<file path="config.mk">
export PLATFORM = sky130hd
export DESIGN_NAME = uart_rx_engine
export DESIGN_NICKNAME = d
export VERILOG_FILES = /design/src/rtl/uart_rx_engine.sv
export SDC_FILE = /design/constraint.sdc
export NUM_CORES = 1
export LEC_CHECK = 0
export BUFFER_PORTS_ARGS = -buffer_cell sky130_fd_sc_hd__buf_2
export CORE_UTILIZATION = 51
export CTS_BUF_LIST = sky130_fd_sc_hd__clkbuf_16
export DETAILED_ROUTE_END_ITERATION = 8
export GPL_TIMING_DRIVEN = 0
export PLACE_DENSITY = 0.78
export SLEW_MARGIN = 20
export SYNTH_ARGS = -nofsm -noshare
export SYNTH_HDL_FRONTEND = slang
export SYNTH_SLANG_ARGS = --single-unit
</file>
<file path="constraint.sdc">
create_clock -name clk -period 1.8 [get_ports clk]
set_input_delay 0 -clock clk [delete_from_list [all_inputs] [get_ports clk]]
set_output_delay 0 -clock clk [all_outputs]
set_load 0.005 [all_outputs]
</file>
<file path="src/rtl/uart_rx_engine.sv">
`default_nettype none
// +--------------------------------------------------------------------------+
// | Module   : uart_rx_engine                                                |
// | Brief    : 8x-oversampling UART receiver with majority-vote sampling,    |
// |            valid/ready output holding and overrun reporting.             |
// | Options  : define UART_RX_PARITY_EN to receive one parity bit per char.  |
// | Revision : 1.0 - initial release                                         |
// +--------------------------------------------------------------------------+
module uart_rx_engine #(
    parameter int DATA_WIDTH    = 8,
    parameter int DIVISOR_WIDTH = 16
) (
    input  logic                     clk,
    input  logic                     reset,
    input  logic                     uart_rx,
    input  logic [DIVISOR_WIDTH-1:0] divisor,
    input  logic                     parity_odd,
    output logic [DATA_WIDTH-1:0]    rx_data,
    output logic                     rx_valid,
    input  logic                     rx_ready,
    output logic                     frame_error,
    output logic                     parity_error,
    output logic                     overrun
);

    localparam int                     c_BIT_CNT_W = 4;
    localparam logic [c_BIT_CNT_W-1:0] c_LAST_BIT  = c_BIT_CNT_W'(DATA_WIDTH - 1);
    localparam logic [2:0]             c_PH_S3     = 3'd3;
    localparam logic [2:0]             c_PH_S4     = 3'd4;
    localparam logic [2:0]             c_PH_DECIDE = 3'd5;
    localparam logic [2:0]             c_PH_LAST   = 3'd7;

    localparam logic [2:0] S_IDLE   = 3'd0;
    localparam logic [2:0] S_START  = 3'd1;
    localparam logic [2:0] S_DATA   = 3'd2;
`ifdef UART_RX_PARITY_EN
    localparam logic [2:0] S_PARITY = 3'd3;
`endif
    localparam logic [2:0] S_STOP   = 3'd4;

    logic                     r_sync1;
    logic                     r_sync2;
    logic [2:0]               r_state;
    logic [2:0]               w_state_nxt;
    logic [DIVISOR_WIDTH-1:0] r_tick_cnt;
    logic [2:0]               r_phase;
    logic [c_BIT_CNT_W-1:0]   r_bit_cnt;
    logic [DATA_WIDTH-1:0]    r_shift;
    logic                     r_s3;
    logic                     r_s4;
    logic [DATA_WIDTH-1:0]    r_rx_data;
    logic                     r_rx_valid;
    logic                     r_frame_error;
    logic                     r_overrun;

    logic w_line;
    logic w_tick;
    logic w_decide;
    logic w_bit_end;
    logic w_majority;
    logic w_start;
    logic w_shift_en;
    logic w_bit_inc;
    logic w_complete;
    logic w_load;

    assign w_line     = r_sync2;
    assign w_tick     = (r_tick_cnt == '0);
    assign w_decide   = w_tick && (r_phase == c_PH_DECIDE);
    assign w_bit_end  = w_tick && (r_phase == c_PH_LAST);
    assign w_majority = (r_s3 & r_s4) | (r_s3 & w_line) | (r_s4 & w_line);
    assign w_load     = w_complete && (!r_rx_valid || rx_ready);

`ifdef UART_RX_PARITY_EN
    logic r_par_bit;
    logic r_parity_error;
    logic w_par_en;
    logic w_parity_bad;

    assign w_parity_bad = ((^r_shift) ^ r_par_bit) != parity_odd;

    always_ff @(posedge clk) begin
        if (reset) begin
            r_par_bit      <= 1'b0;
            r_parity_error <= 1'b0;
        end else begin
            if (w_par_en) r_par_bit <= w_majority;
            if (w_load) r_parity_error <= w_parity_bad;
        end
    end

    assign parity_error = r_parity_error;
`else
    logic w_unused_parity_odd;

    assign w_unused_parity_odd = parity_odd;
    assign parity_error        = 1'b0;
`endif

    always_ff @(posedge clk) begin
        if (reset) r_state <= S_IDLE;
        else       r_state <= w_state_nxt;
    end

    always_comb begin
        w_state_nxt = r_state;
        w_start     = 1'b0;
        w_shift_en  = 1'b0;
        w_bit_inc   = 1'b0;
        w_complete  = 1'b0;
`ifdef UART_RX_PARITY_EN
        w_par_en    = 1'b0;
`endif
        case (r_state)
            S_IDLE: begin
                if (!w_line) begin
                    w_state_nxt = S_START;
                    w_start     = 1'b1;
                end
            end
            S_START: begin
                // A high majority means the low level was a glitch.
                if (w_decide && w_majority) w_state_nxt = S_IDLE;
                else if (w_bit_end)         w_state_nxt = S_DATA;
            end
            S_DATA: begin
                w_shift_en = w_decide;
                if (w_bit_end) begin
                    w_bit_inc = 1'b1;
                    if (r_bit_cnt == c_LAST_BIT) begin
`ifdef UART_RX_PARITY_EN
                        w_state_nxt = S_PARITY;
`else
                        w_state_nxt = S_STOP;
`endif
                    end
                end
            end
`ifdef UART_RX_PARITY_EN
            S_PARITY: begin
                w_par_en = w_decide;
                if (w_bit_end) w_state_nxt = S_STOP;
            end
`endif
            S_STOP: begin
                // Leave mid stop bit so the next start edge is caught promptly.
                if (w_decide) begin
                    w_complete  = 1'b1;
                    w_state_nxt = S_IDLE;
                end
            end
            default: w_state_nxt = S_IDLE;
        endcase
    end

    always_ff @(posedge clk) begin
        if (reset) begin
            r_sync1    <= 1'b1;
            r_sync2    <= 1'b1;
            r_tick_cnt <= '0;
            r_phase    <= '0;
            r_bit_cnt  <= '0;
            r_shift    <= '0;
            r_s3       <= 1'b0;
            r_s4       <= 1'b0;
        end else begin
            r_sync1 <= uart_rx;
            r_sync2 <= r_sync1;

            if (w_start || w_tick) r_tick_cnt <= divisor;
            else                   r_tick_cnt <= r_tick_cnt - DIVISOR_WIDTH'(1);

            if (w_start) begin
                r_phase   <= '0;
                r_bit_cnt <= '0;
            end else begin
                if (w_tick)    r_phase   <= r_phase + 3'd1;
                if (w_bit_inc) r_bit_cnt <= r_bit_cnt + c_BIT_CNT_W'(1);
            end

            if (w_tick && (r_phase == c_PH_S3)) r_s3 <= w_line;
            if (w_tick && (r_phase == c_PH_S4)) r_s4 <= w_line;

            if (w_shift_en) r_shift <= {w_majority, r_shift[DATA_WIDTH-1:1]};
        end
    end

    always_ff @(posedge clk) begin
        if (reset) begin
            r_rx_data     <= '0;
            r_rx_valid    <= 1'b0;
            r_frame_error <= 1'b0;
            r_overrun     <= 1'b0;
        end else begin
            r_overrun <= 1'b0;
            if (w_load) begin
                r_rx_data     <= r_shift;
                r_frame_error <= ~w_majority;
                r_rx_valid    <= 1'b1;
            end else if (w_complete) begin
                r_overrun <= 1'b1;
            end else if (r_rx_valid && rx_ready) begin
                r_rx_valid <= 1'b0;
            end
        end
    end

    assign rx_data     = r_rx_data;
    assign rx_valid    = r_rx_valid;
    assign frame_error = r_frame_error;
    assign overrun     = r_overrun;

endmodule
`default_nettype wire

</file>
# Word-level counts from Yosys, hierarchy flattened
# Index checks and enable logic that the tools add are counted.
# op_classes
n_mul	0
n_shift	0
n_bitwise	6
mux	19
reduce_logical	17
magnitude_cmp	0
add_sub_neg	3
n_eq_ne	14
n_div	0
# op_table
operator	n
$mux W3	6
$logic_not A16 Y1	1
$mux W16	1
$sub A16 B1 Y16 const B	1
$eq A3 B3 Y1 const B	4
$pmux W3 S4	1
$mux W1	11
$ne A2 B2 Y1 const B	4
$logic_and A1 B1 Y1	7
$eq A3 B2 Y1 const B	2
$reduce_and A5 Y1	1
$add A4 B1 Y4 const B	1
$eq A4 B3 Y1 const B	1
$reduce_or A2 Y1	2
$add A3 B1 Y3 const B	1
$and A1 B1 Y1	3
$eq A3 B1 Y1 const B	1
$logic_not A3 Y1	1
$ne A3 B3 Y1 const B	1
$logic_or A1 B1 Y1	2
$ne A2 B1 Y1 const B	1
$or A1 B1 Y1	2
$reduce_and A2 Y1	1
$reduce_bool A2 Y1	1
other kinds (2)	2
# totals
output_inout_bits	12
latch_bits	0
memories	0
inputBits	21
ff_bits	49
ram_bits	0
wordCells	72
mem_bits_ro	0

# Longest topological paths before layout
# Gate-level depths: netlist of the first run.
# depth
depth_word	7
ltp_mapped	8

# Least setup slack after synthesis of the first run
# No wires, ideal clock.
# synth_path
path_kind	register to register
start	register r_tick_cnt[0]
end	register r_frame_error (netlist: frame_error)
path_slack_ns	-0.113
period_less_slack_ns	1.913
t_arrival_ns	1.792
setup_ns	0.121
path_buffers	1
path_stages_with_launch	8
cell_sequence	dfxtp_1 inv_1 ha_1 nor3b_1 nand4_1 or4b_1 buf_4 mux2_4
# synth_via
elab_chain_cells	5
# synth_rtl
item	line	source
start, declared	45	logic [DIVISOR_WIDTH-1:0] r_tick_cnt;
start signal, assigned	170	if (w_start || w_tick) r_tick_cnt <= divisor;
start signal, assigned	171	else r_tick_cnt <= r_tick_cnt - DIVISOR_WIDTH'(1);
$logic_not A16 Y1	68	assign w_tick = (r_tick_cnt == '0);
$logic_and A1 B1 Y1	69	assign w_decide = w_tick && (r_phase == c_PH_DECIDE);
$mux W1	147	if (w_decide) begin
$mux W1	114	case (r_state)
$logic_and A1 B1 Y1	72	assign w_load = w_complete && (!r_rx_valid || rx_ready);
end signal, assigned	198	r_frame_error <= ~w_majority;
end, declared	53	logic r_frame_error;
# No other way between the ends.
# A chain may end at the register's enable or synchronous reset.

# Worst setup path after layout of the first run
# layout_path
start	register r_tick_cnt[6]
end	register r_frame_error (netlist: frame_error)
# The elaborated chain is that of the path after synthesis.

==> metrics.txt, run 1 <==
Syn. warnings 0; Final Non-Filler Cells approximately 360; Core Box Area roughly 0.0044 mm2; Post-Synth Simple-Gate Area 23.6%; CP bufs+invs 0; Rows 24; cell count of the worst hold path 3; Crit-path slowest cell or4b_4; # nets final 337; initial antenna violation count 0; gpl congestion 0.852; Clk Latency, worst-skew pair approximately 0.29 ns; critical path depth 4; 1st-iter DRT viols between 100 and 150; Setup CP Type reg2reg; post-synthesis compound-gate area fraction ~14%; Vias 2097; Reg2Reg Setup Slack -0.18 ns; FMAX ~0.51 GHz; share of post-route cells with drive strength above 1 about 28%; Worst Reg-to-Reg Cells 4; Die Width 70.1 um; final period utilization 110%; CP cell instances nor4_4 -> nand4_1 -> or4b_4 -> mux2_4; vias in the first global route 2045; leakage power between 0.001 and 0.0015 uW; syn_nets around 290; Port Buffers 29; Syn Std Cell Area about 0.0024 mm2; largest family of logic cells by synthesized area simple AND/OR/NAND/NOR gates; Startpoint Class register; CTS buffer count 5; Global Route Usage Sum roughly 23%; Synth cell types 40; CP Data Required Time about 2.0 ns; grt total ovfl 0; largest net degree at the start of global routing 16; # clock sinks 49; FILL cells roughly 320; Worst Hold Class in2reg; XOR/XNOR share of the synthesized area under 10%; sequential cell area in the final layout roughly 1000 um2; final instance area between 0.003 and 0.004 mm2; share of Yosys cell area claimed by the top area cell type between 40% and 50%; reg-to-reg endpoint frame_error$_SDFFE_PP0P_; Synth Area in Adders around 4.7%; PwrDens between 1000 and 1500 mW/mm2; Avg WL per Cell 15.6 um; top cells by area, synth dfxtp_1 (42%), mux2i_1 (7.6%), nand2b_1 (5.3%), a21oi_1 (5.1%), ha_1 (4.2%); Yosys top cell by area dfxtp_1; ANT nets after route 0; mux cell area share after synthesis under 10%; failing checks negative setup slack; Die ar. approximately 0.0049 mm2; placed insts between 300 and 400; setup violators final 19; cell family with most CP delay simple AND/OR/NAND/NOR gates; Ant. Diodes 0; status finished with violations; Slew Limit Fails 0; setup repair after global routing missed its margin true; Reg clk slew, reported paths 0.07 ns; Worst Skew about 0.0037 ns; Worst Tran Pin Value approximately 0.56 ns; VDD IR max roughly 0.00072 V; DP Area ~0.0026 mm2; iteration count of the initial detailed-routing pass 4; Remaining DRCs 0; max_cap viols 0; Final WS setup -0.176 ns; Final Critical Period 1.98 ns; Synth Register Bits 49; I/O pins 33; layout overhead on the synthesized area 27.3%; syn avg cell area between 9 and 10 um2; dpl hpwl between 3 and 4 mm; Hold EP r_tick_cnt[10]$_SDFF_PP0_; critical path fanouts, max 4; Hold Vio Cnt, Final 0; Max clock buf depth 2; CTS root buffer clkbuf_16; multi-input gate area in the final layout 0.00141 mm2; critical path arrival roughly 2.2 ns; initial core utilization between 50% and 60%; hold_sp divisor[10]; die height approximately 70 um; global-route wire length before repair 9.00 mm; Crit. End Element register; worst flop-to-flop path startpoint r_tick_cnt[6]$_SDFF_PP0_; Max stage delay on crit path ~0.57 ns; vias per std cell slightly below 6; H-tree Lvls 2; sequential fraction of the synthesis area 41.5%; Rel. slew slack 62.7%; Detailed Route WL between 5 and 6 mm; CTS tree done; Syn Inst Count 262
[report_power, final]
part	switching, uW	internal (uW)
logic	777	673
clock network	403	651
registers	226	1260
total	1410	2590
[layout by cell type, fill, tap and decap left out, types with 4 or more instances in the layout]
cell        n
inv_1       5
nand3_1     5
buf_4       9
dfxtp_1    44
o31ai_1     4
a21oi_1    23
buf_2      31
nand2_1    21
clkbuf_1    6
a311oi_1    4
nor4_4      4
nor2_1     11
a211oi_1    7
mux2i_1    17
nand4_1     8
or2_2       4
ha_1        7
xor2_1      8
o21ai_0     7
clkbuf_16   5
nand2b_1   20
[flip-flops by register name, indices dropped and copies added, names as in the netlist]
register     cells
frame_error      1
overrun          1
r_bit_cnt        4
r_phase          3
r_s3             1
r_s4             1
r_shift          8
r_state          3
r_sync1          1
r_sync2          1
r_tick_cnt      16
rx_data          8
rx_valid         1
[cell usage after synthesis, drive strengths merged]
cell type / number
mux2i: 18
conb: 1
nand4: 8
o32ai: 1
or3: 5
a311oi: 5
nor2b: 1
xor2: 8
nor3b: 4
nand2b: 20
nor3: 2
o21ai: 8
o41ai: 1
a211oi: 9
buf: 5
a31oi: 1
or4: 2
maj3: 1
dfxtp: 49
o31ai: 4
nor4: 5
a21oi: 24
clkbuf: 12
or4b: 1
xnor2: 1
nand2: 21
nand3: 7
and4b: 1
mux2: 1
ha: 8
nor4b: 1
or2: 4
nor2: 12
and4: 1
nand3b: 2
inv: 7
a2bb2o: 1
[logic make-up after synthesis]
group,Yosys count
other cells,1
compound gates,54
buf+inv,24
fa+ha+maj,9
xor+xnor,9
simple gates,97
flops,49
mux,19
[stage by stage]
stage	TNS (ns)	total power (uW)	util, %	worst slack, ns	hold WS (ns)
after global routing	-3.49	4190	68.1	-0.218	0.0277
after detailed placement	-8.15	2500	58.4	-0.363	0.190
final	-2.23	3990	68.1	-0.176	0.0171
after floorplan	-0.112	2250	-	-0.112	0.104
after global placement	-7.50	2480	58.4	-0.336	0.185
after CTS	-2.04	3780	65.8	-0.168	0.0157
[metal layers]
metal | part of all wire [%] | vias to the layer above | track usage (%)
met5 | 0 | - | 0
met4 | 1.2 | 0 | 8.67
met3 | 6.1 | 6 | 5.05
met2 | 49 | 82 | 38.4
met1 | 44 | 978 | 28.6
li1 | - | 1031 | -
[layout make-up]
cell class              count  share of cell area, %
multi-input cells         189                   46.8
repair buffers             41                   8.49
clock inverters             3                   1.37
flip-flops and latches     49                   33.0
plain buffers              15                   3.12
inverters                   7                  0.874
clock buffers               5                   4.16
well taps                  52                   2.16
[timing repair]
item                                    4_1_cts  5_1_grt
gates cloned                                  0        0
endpoints found under the setup margin       44       37
pin swaps                                     4       11
hold buffers                                  3        0
hold endpoints to repair                      3        0
buffers inserted                              6        4
gates resized for setup                      20       34
[worst register-to-register path: stages, from the launching register on]
cell and delay [ns]:
dfxtp_4 0.37, nor4_4 0.38, nand4_1 0.23, or4b_4 0.57, mux2_4 0.31
[worst max-delay path by stage]
stage	from	slack, ns	end
global route	r_tick_cnt[6]$_SDFF_PP0_	-0.22	rx_data[4]$_SDFFE_PP0P_
CTS	r_tick_cnt[8]$_SDFF_PP0_	-0.17	frame_error$_SDFFE_PP0P_
floorplan	r_tick_cnt[8]$_SDFF_PP0_	-0.11	frame_error$_SDFFE_PP0P_
detailed placement	r_state[2]$_SDFFE_PP0P_	-0.36	r_tick_cnt[14]$_SDFF_PP0_
global placement	r_state[2]$_SDFFE_PP0P_	-0.34	r_tick_cnt[15]$_SDFF_PP0_
finish	r_tick_cnt[6]$_SDFF_PP0_	-0.18	frame_error$_SDFFE_PP0P_
No activity file was read; power rests on OpenSTA's default activity.
==> inputs of run 2 (changes only) <==
--- a/config.mk
+++ b/config.mk
@@ -6,7 +6,9 @@
 export NUM_CORES = 1
 export LEC_CHECK = 0
 export BUFFER_PORTS_ARGS = -buffer_cell sky130_fd_sc_hd__buf_2
-export CORE_UTILIZATION = 51
+export CELL_PAD_IN_SITES_DETAIL_PLACEMENT = 0
+export CELL_PAD_IN_SITES_GLOBAL_PLACEMENT = 1
+export CORE_UTILIZATION = 39
 export CTS_BUF_LIST = sky130_fd_sc_hd__clkbuf_16
 export DETAILED_ROUTE_END_ITERATION = 8
 export GPL_TIMING_DRIVEN = 0
==> constraint.sdc (replaced) <==
create_clock -name clk -period 1.7 [get_ports clk]
set_input_delay 0 -clock clk [delete_from_list [all_inputs] [get_ports clk]]
set_output_delay 0 -clock clk [all_outputs]
set_load 0.005 [all_outputs]
==> run 2 against run 1 <==
The run still ends with negative setup slack left. Hold slack worse by 0.0037 ns. Maximum frequency up 3.5%. Combinational power up 10%. Final area up 1.3%. Die area up 30%. First-iteration DRC count down 47%. Critical path depth unchanged. Setup slack worse by 0.033 ns. Final cell count up 6.1%. Register-to-register slack worse by 0.03 ns. Largest power group is now combinational logic. Flip-flop and latch count unchanged. Clock skew up 0.0021 ns. Critical path type unchanged.
==> metrics.txt, run 2 (same netlist as run 1, synthesis figures left out) <==
Top Layer Used met4; gpl congestion 0.800; Ant. Diodes 0; Worst Skew ~0.006 ns; PwrDens between 1000 and 1500 mW/mm2; CP bufs+invs 0; clock network fraction of design power about a quarter; leakage power 0.00127 uW; CP Data Required Time between 1.5 and 2 ns; Slew Limit Fails 0; Final WS setup -0.208 ns; Comb pwr share between 30% and 40%; CTS buffer count 5; met3 routed WL 201 um; Hold Vio Cnt, Final 0; Final Critical Period ~1.9 ns; vias per std cell roughly 5.3; CTS root buffer clkbuf_16; M1 wire length around 2.7 mm; setup violators final 26; Startpoint Class register; VDD IR max approximately 0.0007 V; cell family with most CP delay simple AND/OR/NAND/NOR gates; status finished with violations; layout overhead on the synthesized area 29.0%; CTS tree done; # clock sinks 49; I/O pins 33; P_sw between 1000 and 1500 uW; Max clock buf depth 2; Final Non-Filler Cells between 300 and 400; FMAX 0.524 GHz; final period utilization 112%; H-tree Lvls 2; Worst Tran Pin Value around 0.55 ns; Largest register FFs 16; DP Area around 0.0026 mm2; placed insts about 360; internal cell power between 2000 and 3000 uW; Setup CP Type reg2reg; Reg clk slew, reported paths about 0.070 ns; CP cell instances nor4_4 -> nand4_1 -> or4b_4 -> mux2_4; commonest non-fill, non-tap cell in the layout dfxtp_1; critical path arrival approximately 2.1 ns; initial core utilization roughly two fifths; grt total ovfl 0; Max stage delay on crit path ~0.6 ns; Die Width between 70 and 80 um; share of post-route cells with drive strength above 1 approximately 29%; Worst Hold Class in2reg; sw frac between 30 and 40%; Rows 27; ANT nets after route 0; Crit-path slowest cell or4b_4; iteration count of the initial detailed-routing pass 4; sequential cell area in the final layout roughly 1000 um2; final instance area approximately 0.003 mm2; Die ar. between 0.006 and 0.007 mm2; # nets final 339; max_cap viols 0; global-route wire length before repair a little under 9 mm; Global Route Usage Sum 18.0%; Crit. End Element register; metal2 WL ~2.5 mm; Port Buffers 29; Detailed Route WL 5.43 mm; Clk Latency, worst-skew pair between 0.2 and 0.3 ns; largest reg by FF count r_tick_cnt; die height approximately 80 um; dpl hpwl between 3 and 4 mm; Sequential Power Share 36.6%; setup repair after global routing missed its margin true; total negative slack -2.85 ns; initial antenna violation count 0; Avg WL per Cell ~14 um; Vias ~2000; Core Box Area between 0.005 and 0.006 mm2; vias in the first global route 1880; leading cell types in the layout, fill and taps excluded dfxtp_1 (41), buf_2 (30), a21oi_1 (24); Rel. slew slack between 60% and 70%; largest net degree at the start of global routing 17; 1st-iter DRT viols 71; Remaining DRCs 0; critical path fanouts, max 4; multi-input gate area in the final layout roughly 0.0014 mm2; FILL cells 525; failing checks negative setup slack
[run 2: final cells by class]
cell class | instances | area share (%)
inverters | 7 | 0.862
clock buffers | 5 | 4.11
multi-input cells | 189 | 45.5
clock inverters | 3 | 1.52
well taps | 72 | 2.96
plain buffers | 14 | 3.33
flip-flops and latches | 49 | 32.7
repair buffers | 44 | 9.03
[run 2: path summary, 6_finish.rpt]
check	startpoint	endpoint	slack [ns]	cells after the start
min	divisor[12]	r_tick_cnt[12]$_SDFF_PP0_	0.01	3
max reg2reg	r_tick_cnt[10]$_SDFF_PP0_	frame_error$_SDFFE_PP0P_	-0.21	4
max	r_tick_cnt[10]$_SDFF_PP0_	frame_error$_SDFFE_PP0P_	-0.21	4
min reg2reg	r_sync1$_SDFF_PP1_	r_sync2$_SDFF_PP1_	0.42	1
[run 2: what timing repair did]
item,4_1_cts,5_1_grt
pin swaps,3,8
endpoints found under the setup margin,46,39
setup buffers,5,6
hold buffers,3,0
gates resized for setup,27,20
gates cloned,0,1
endpoints found under the hold margin,3,0
[run 2: stage by stage]
step                utilization (%)  hold WS, ns  power (uW)  worst slack, ns
global placement               46.1        0.187        2670           -0.515
floorplan                         -        0.104        2390           -0.203
finish                         53.7       0.0134        4300           -0.208
global route                   53.7       0.0324        4550           -0.273
CTS                            52.1      0.00673        4090           -0.215
detailed placement             46.1        0.190        2690           -0.546
[run 2: power groups by stage]
stage | clock [uW] | sequential (uW) | combinational, uW
after global routing | 1200 | 1600 | 1750
final | 1130 | 1580 | 1600
after floorplan | 0 | 1500 | 884
after detailed placement | 0 | 1550 | 1140
after CTS | 1160 | 1570 | 1370
after global placement | 0 | 1540 | 1120
[run 2: routing by layer]
metal,GRT usage (%),vias up
met4,5.36,0
met3,2.86,5
met1,24.8,944
met5,0,-
li1,-,1033
met2,28.5,38
[run 2: worst min-delay path, stage by stage]
cell and delay [ns]:
buf_2 0.09, a21oi_1 0.11, a211oi_1 0.05
